File: src/rtl/mul_pkg.sv
// Shared definitions for the sequential multiply controller: FSM encoding and
// the post-reset holdoff length that masks a stale core done.
package mul_pkg;

    typedef enum logic [2:0] {
        StIdle,
        StStart,
        StWait,
        StResp,
        StDrain
    } state_e;

    // A core left running across reset finishes within n+1 cycles; 2n+2 is a safe margin.
    function automatic int unsigned holdoff_cycles(input int unsigned n);
        return 2 * n + 2;
    endfunction

endpackage

File: src/rtl/mul_seq_ctrl_top.sv
// Radix-2 Booth multiplier core: pulse start with operands, done pulses for one
// cycle N+1 cycles later with the signed 2N-bit product on data_out.
module top #(
    parameter int unsigned N = 4
) (
    input  logic           clk,
    input  logic           start,
    input  logic [N-1:0]   data_M,
    input  logic [N-1:0]   data_Q,
    output logic [2*N-1:0] data_out,
    output logic           done
);

    localparam int unsigned CntW = $clog2(N + 1);

    // Accumulator carries one guard bit so subtracting -2^(N-1) cannot overflow.
    logic [N:0]      acc_q;
    logic [N:0]      m_q;
    logic [N-1:0]    q_q;
    logic            q_m1_q;
    logic [CntW-1:0] cnt_q;
    logic            run_q;
    logic            done_q;
    logic [N:0]      sum;

    always_comb begin
        sum = acc_q;
        case ({q_q[0], q_m1_q})
            2'b01:   sum = acc_q + m_q;
            2'b10:   sum = acc_q - m_q;
            default: sum = acc_q;
        endcase
    end

    always_ff @(posedge clk) begin
        done_q <= 1'b0;
        if (start) begin
            acc_q  <= '0;
            m_q    <= {data_M[N-1], data_M};
            q_q    <= data_Q;
            q_m1_q <= 1'b0;
            cnt_q  <= CntW'(N);
            run_q  <= 1'b1;
        end else if (run_q) begin
            {acc_q, q_q, q_m1_q} <= {sum[N], sum, q_q};
            cnt_q                <= cnt_q - CntW'(1);
            if (cnt_q == CntW'(1)) begin
                run_q  <= 1'b0;
                done_q <= 1'b1;
            end
        end
    end

    assign data_out = {acc_q[N-1:0], q_q};
    assign done     = done_q;

endmodule

File: src/rtl/mul_seq_ctrl.sv
// Valid/ready front end for the Booth core with a single-entry product cache,
// flush/drain handling and a post-reset holdoff.
module mul_seq_ctrl
    import mul_pkg::*;
#(
    parameter int unsigned N = 4
) (
    input  logic         clk,
    input  logic         reset,
    input  logic         in_valid,
    output logic         in_ready,
    input  logic         op_high,
    input  logic [N-1:0] rs1,
    input  logic [N-1:0] rs2,
    input  logic         flush,
    output logic         out_valid,
    input  logic         out_ready,
    output logic [N-1:0] result,
    output logic         busy
);

    localparam int unsigned Holdoff = holdoff_cycles(N);
    localparam int unsigned HoldW   = $clog2(Holdoff + 1);

    state_e           state_q, state_d;
    logic [N-1:0]     rs1_q, rs2_q;
    logic             op_high_q;
    logic [N-1:0]     c_rs1_q, c_rs2_q;
    logic [2*N-1:0]   c_prod_q;
    logic             c_valid_q;
    logic [HoldW-1:0] holdoff_q;

    logic             core_start;
    logic             core_done;
    logic [2*N-1:0]   core_prod;
    logic             accept;
    logic             hit;
    logic             capture;

    top #(
        .N(N)
    ) u_core (
        .clk     (clk),
        .start   (core_start),
        .data_M  (rs1_q),
        .data_Q  (rs2_q),
        .data_out(core_prod),
        .done    (core_done)
    );

    assign in_ready   = (state_q == StIdle) && !flush && (holdoff_q == '0);
    assign accept     = in_valid && in_ready;
    assign hit        = c_valid_q && (rs1 == c_rs1_q) && (rs2 == c_rs2_q);
    assign core_start = (state_q == StStart);
    assign busy       = (state_q != StIdle);
    assign out_valid  = (state_q == StResp) && !flush;
    assign result     = (state_q == StResp) ? (op_high_q ? c_prod_q[2*N-1:N] : c_prod_q[N-1:0])
                                            : '0;

    always_comb begin
        state_d = state_q;
        capture = 1'b0;
        unique case (state_q)
            StIdle: begin
                if (accept) state_d = hit ? StResp : StStart;
            end
            StStart: begin
                state_d = flush ? StDrain : StWait;
            end
            StWait: begin
                // A flush landing on done still discards the product.
                if (core_done) begin
                    state_d = flush ? StIdle : StResp;
                    capture = !flush;
                end else if (flush) begin
                    state_d = StDrain;
                end
            end
            StResp: begin
                if (flush || out_ready) state_d = StIdle;
            end
            StDrain: begin
                if (core_done) state_d = StIdle;
            end
            default: state_d = StIdle;
        endcase
    end

    always_ff @(posedge clk) begin
        if (reset) begin
            state_q   <= StIdle;
            c_valid_q <= 1'b0;
            holdoff_q <= HoldW'(Holdoff);
            rs1_q     <= '0;
            rs2_q     <= '0;
            op_high_q <= 1'b0;
        end else begin
            state_q <= state_d;
            if (holdoff_q != '0) holdoff_q <= holdoff_q - HoldW'(1);
            if (accept) begin
                rs1_q     <= rs1;
                rs2_q     <= rs2;
                op_high_q <= op_high;
            end
            if (capture) begin
                c_rs1_q   <= rs1_q;
                c_rs2_q   <= rs2_q;
                c_prod_q  <= core_prod;
                c_valid_q <= 1'b1;
            end
        end
    end

endmodule

File: config.mk
export PLATFORM = sky130hd
export DESIGN_NAME = mul_seq_ctrl
export DESIGN_NICKNAME = d
export VERILOG_FILES = /design/src/rtl/mul_pkg.sv /design/src/rtl/mul_seq_ctrl_top.sv /design/src/rtl/mul_seq_ctrl.sv
export SDC_FILE = /design/constraint.sdc
export NUM_CORES = 1
export LEC_CHECK = 0
export CAP_MARGIN = 20
export CORE_ASPECT_RATIO = 0.5
export CORE_UTILIZATION = 50
export CTS_CLUSTER_SIZE = 28
export DETAILED_ROUTE_END_ITERATION = 16
export GPL_ROUTABILITY_DRIVEN = 0
export PLACE_DENSITY = 0.71
export SYNTH_ARGS = -nofsm -noshare
export SYNTH_HDL_FRONTEND = slang
export SYNTH_SLANG_ARGS = --single-unit
File: constraint.sdc
create_clock -name clk -period 3.04 [get_ports clk]
set_clock_uncertainty 0.1 [all_clocks]
set_input_delay 0.912 -clock clk [delete_from_list [all_inputs] [get_ports clk]]
set_output_delay 0.912 -clock clk [all_outputs]
set_load 0.02 [all_outputs]
==> results.yml <==
synthesis:
  synth_largest_type_area_fraction_pct: 30.1
  syn_nets: 242
  postSynthCellCount: 217
  post-synth-top-count-cell: "sky130_fd_sc_hd__nor2_1"
  netlist_area_um2: 2390
  synth_commonest_cells: "sky130_fd_sc_hd__nor2_1, sky130_fd_sc_hd__dfxtp_1, sky130_fd_sc_hd__edfxtp_1"
  postSynth.topFlopCell: "sky130_fd_sc_hd__dfxtp_1"
  syn_area_per_cell_um2: 11.0
  synthDominantAreaCellType: "sky130_fd_sc_hd__edfxtp_1"
  ys_ff_latch: 51
  yosysWarningCount: 0
  synthTopCellsByArea: "sky130_fd_sc_hd__edfxtp_1, sky130_fd_sc_hd__dfxtp_1, sky130_fd_sc_hd__mux2i_1, sky130_fd_sc_hd__ha_1, sky130_fd_sc_hd__nor2_1"
  ys_async_sr_fraction_pct: 0
  number_of_flops_mapped_to_enable_cells_by_yosys: 24
  seq_area_frac_synth_pct: 52.7
  synth.lib_cells_used.distinct: 42
critical_path:
  crit_path_cell_trace: "clkdlybuf4s50_1, nor3_2, clkdlybuf4s15_1"
  end_kind: "output port"
  crit_path_max_incr_delay_ns: 0.47
  critPathArrivalTime_ns: 1.93
  cp.required_ns: 2.03
  worstSetupStartpointType: "input pin"
  slowest_stage: "sky130_fd_sc_hd__clkdlybuf4s50_1"
  worst-setup-path-type: "input pin to output port"
  worst-path-max-fanout: 4
floorplanning:
  area_of_the_core_um2: 4490
  row_count: 17
  pin_count: 21
  die_w_um: 99.8
  chipHeight_um: 50.9
  initial_core_util_pct: 53.3
  design.die.area_um2: 5080
run:
  cap_violations: 0
placed_design:
  placement.cell_area_um2: 2720
  count_of_input_and_output_buffers: 20
  dp.final_hpwl_mm: 3.11
clock_network:
  clock_tree_from_tritoncts: "built"
  clock-sinks: 51
  cts_max_path_buffers: 2
  clk_latency_ns: 0.31
  clock_root_buffer: "sky130_fd_sc_hd__clkbuf_8"
  cts.reportedPaths.clkPinSlew_ns: 0.09
  cts_htree_levels: 2
  cts_inserted_buffers: 5
  cts.hold.buffers_added: 0
sta:
  rsz0062_at_grt: "no"
  worst_slew_pin_slew_ns: 0.490
  maxSlewHeadroom_pct: 67.3
  layout_min_cycle_time_ns: 2.94
  max_frequency_mhz: 340
  layout_worst_path_cycle_share_pct: 96.8
  report.final.hold_viol_count: 0
  number_of_max_slew_violations_in_the_final_report: 0
  setup-violations-final: 0
route:
  route.vias.total: 1596
  antenna_violating_nets_post_route: 0
  drc_markers: 0
  post_route_wl_mm: 4.27
  detail_route.vias_per_cell: 5.12
  drt_iter0_drc: 47
  drt_pre_antenna_iters: 4
  drt-wirelength-per-cell_um: 13.7
min_path:
  worst_hold_path_type: "flip-flop to flip-flop"
final_layout:
  postLayoutCoreUtil_pct: 62.5
  antenna_cells_inserted: 0
  final_layout_size_suffix_gt1_share_pct: 11.4
  layout.nets: 270
  postLayoutCellArea_um2: 2810
  n_fill_cell: 377
  syn2layout_area_growth_pct: 17.3
global_routing:
  grt_pass1_vias: 1548
  number_of_antenna_violations_at_the_first_check_in_global_routing: 0
  grt_util_all_layers_pct: 19.5
  grt_pass1_wl_mm: 7.22
  grt_max_degree: 18
  gr-total-overflow: 0
outcome:
  status: "finished, final reports clean"
power_and_ir_drop:
  ir_worst_vdd_v: 0.000345
  p_total_uw: 1810
  leakagePower_uw: 0.00115
  pwr_density_cell_nw_per_um2: 644
-- where the power goes --
part	switching, uW	total, uW	internal (uW)	leakage (uW)
registers	94.1	924	830	0.000444
clock network	222	384	162	0.0000455
logic	239	499	260	0.000659
total	555	1810	1250	0.00115
-- sequential cells by signal, indices dropped and copies added, names as in the netlist, 4 cells and up --
| signal | flops |
|---|---|
| c_prod_q | 8 |
| c_rs1_q | 4 |
| c_rs2_q | 4 |
| holdoff_q | 4 |
| rs1_q | 4 |
| rs2_q | 4 |
| u_core.acc_q | 4 |
| u_core.m_q | 4 |
| u_core.q_q | 4 |
-- worst max-delay path, delay by kind of cell --
kind,cells,cell delay [ns]
buffers and inverters,2,0.79
and+or+nand+nor,1,0.22
-- metal layers --
metal	part of all wire (%)	vias up	track usage [%]
met3	3.1	8	4.51
met5	0	-	0
met2	44	19	31.0
met1	51	761	25.3
li1	-	808	-
met4	1.6	0	9.56
-- final timing paths --
path	from	to	slack [ns]	depth (start not counted)
hold reg to reg	u_core.q_q[3]	c_prod_q[3]	0.36	0
setup / recovery	flush	in_ready	0.1	3
setup reg to reg	u_core.q_q[0]	u_core.acc_q[3]	0.42	8
hold / removal	u_core.q_q[3]	c_prod_q[3]	0.36	0
-- per-stage QoR --
step	cells	hold slack (ns)	setup slack (ns)	TNS, ns
final	312	0.360	0.0965	0
after global routing	312	0.372	0.0174	0
after CTS	311	0.360	0.0612	0
after detailed placement	303	0.338	-0.216	-0.314
after global placement	303	0.328	-0.196	-0.289
after floorplan	217	0.322	0.536	0
-- placed cells by master, fill, tap and decap left out, types with 2 or more instances in the layout --
cell type and count:
sky130_fd_sc_hd__nor2_1 32, sky130_fd_sc_hd__dfxtp_1 27, sky130_fd_sc_hd__edfxtp_1 24, sky130_fd_sc_hd__clkdlybuf4s50_1 18, sky130_fd_sc_hd__mux2i_1 15, sky130_fd_sc_hd__inv_1 14, sky130_fd_sc_hd__ha_1 10, sky130_fd_sc_hd__xor2_1 8
sky130_fd_sc_hd__buf_4 8, sky130_fd_sc_hd__mux2_2 7, sky130_fd_sc_hd__nand2b_1 6, sky130_fd_sc_hd__nor3_1 6, sky130_fd_sc_hd__nand2_1 6, sky130_fd_sc_hd__o21ai_0 6, sky130_fd_sc_hd__xnor2_1 5, sky130_fd_sc_hd__a21oi_1 5
sky130_fd_sc_hd__clkbuf_8 5, sky130_fd_sc_hd__or3_1 4, sky130_fd_sc_hd__o21a_1 4, sky130_fd_sc_hd__nor2b_1 3, sky130_fd_sc_hd__nand3b_1 2, sky130_fd_sc_hd__and2_1 2, sky130_fd_sc_hd__a22oi_1 2, sky130_fd_sc_hd__a211oi_1 2
sky130_fd_sc_hd__nor4_1 2
-- cell families after synthesis --
kind of cell             Yosys count  share of synthesized area [%]
flip-flops                        51                           52.7
multiplexers                      22                           9.57
adder cells (fa/ha/maj)           11                           6.07
AND/OR/NAND/NOR                   69                           14.2
XOR/XNOR                          13                           4.76
AO/OA/AOI/OAI                     29                           9.15
buffers and inverters             22                           3.50
-- layout make-up --
| type | instances | area (um^2) | area share [%] |
|---|---|---|---|
| Clock buffer | 6 | 72.6 | 2.59 |
| Clock inverter | 2 | 11.3 | 0.401 |
| Inverter | 14 | 52.6 | 1.87 |
| Multi-Input combinational cell | 144 | 1050 | 37.3 |
| Sequential cell | 51 | 1260 | 44.9 |
| Tap cell | 66 | 82.6 | 2.94 |
| Timing Repair Buffer | 29 | 279 | 9.94 |
-- what timing repair did --
action                                 4_1_cts  5_1_grt
endpoints found under the hold margin        0        0
setup endpoints to repair                    2        2
pin swaps                                    0        1
gates resized for setup                      2        1
buffers inserted                             0        1
Power figures use the tool's default switching activity.
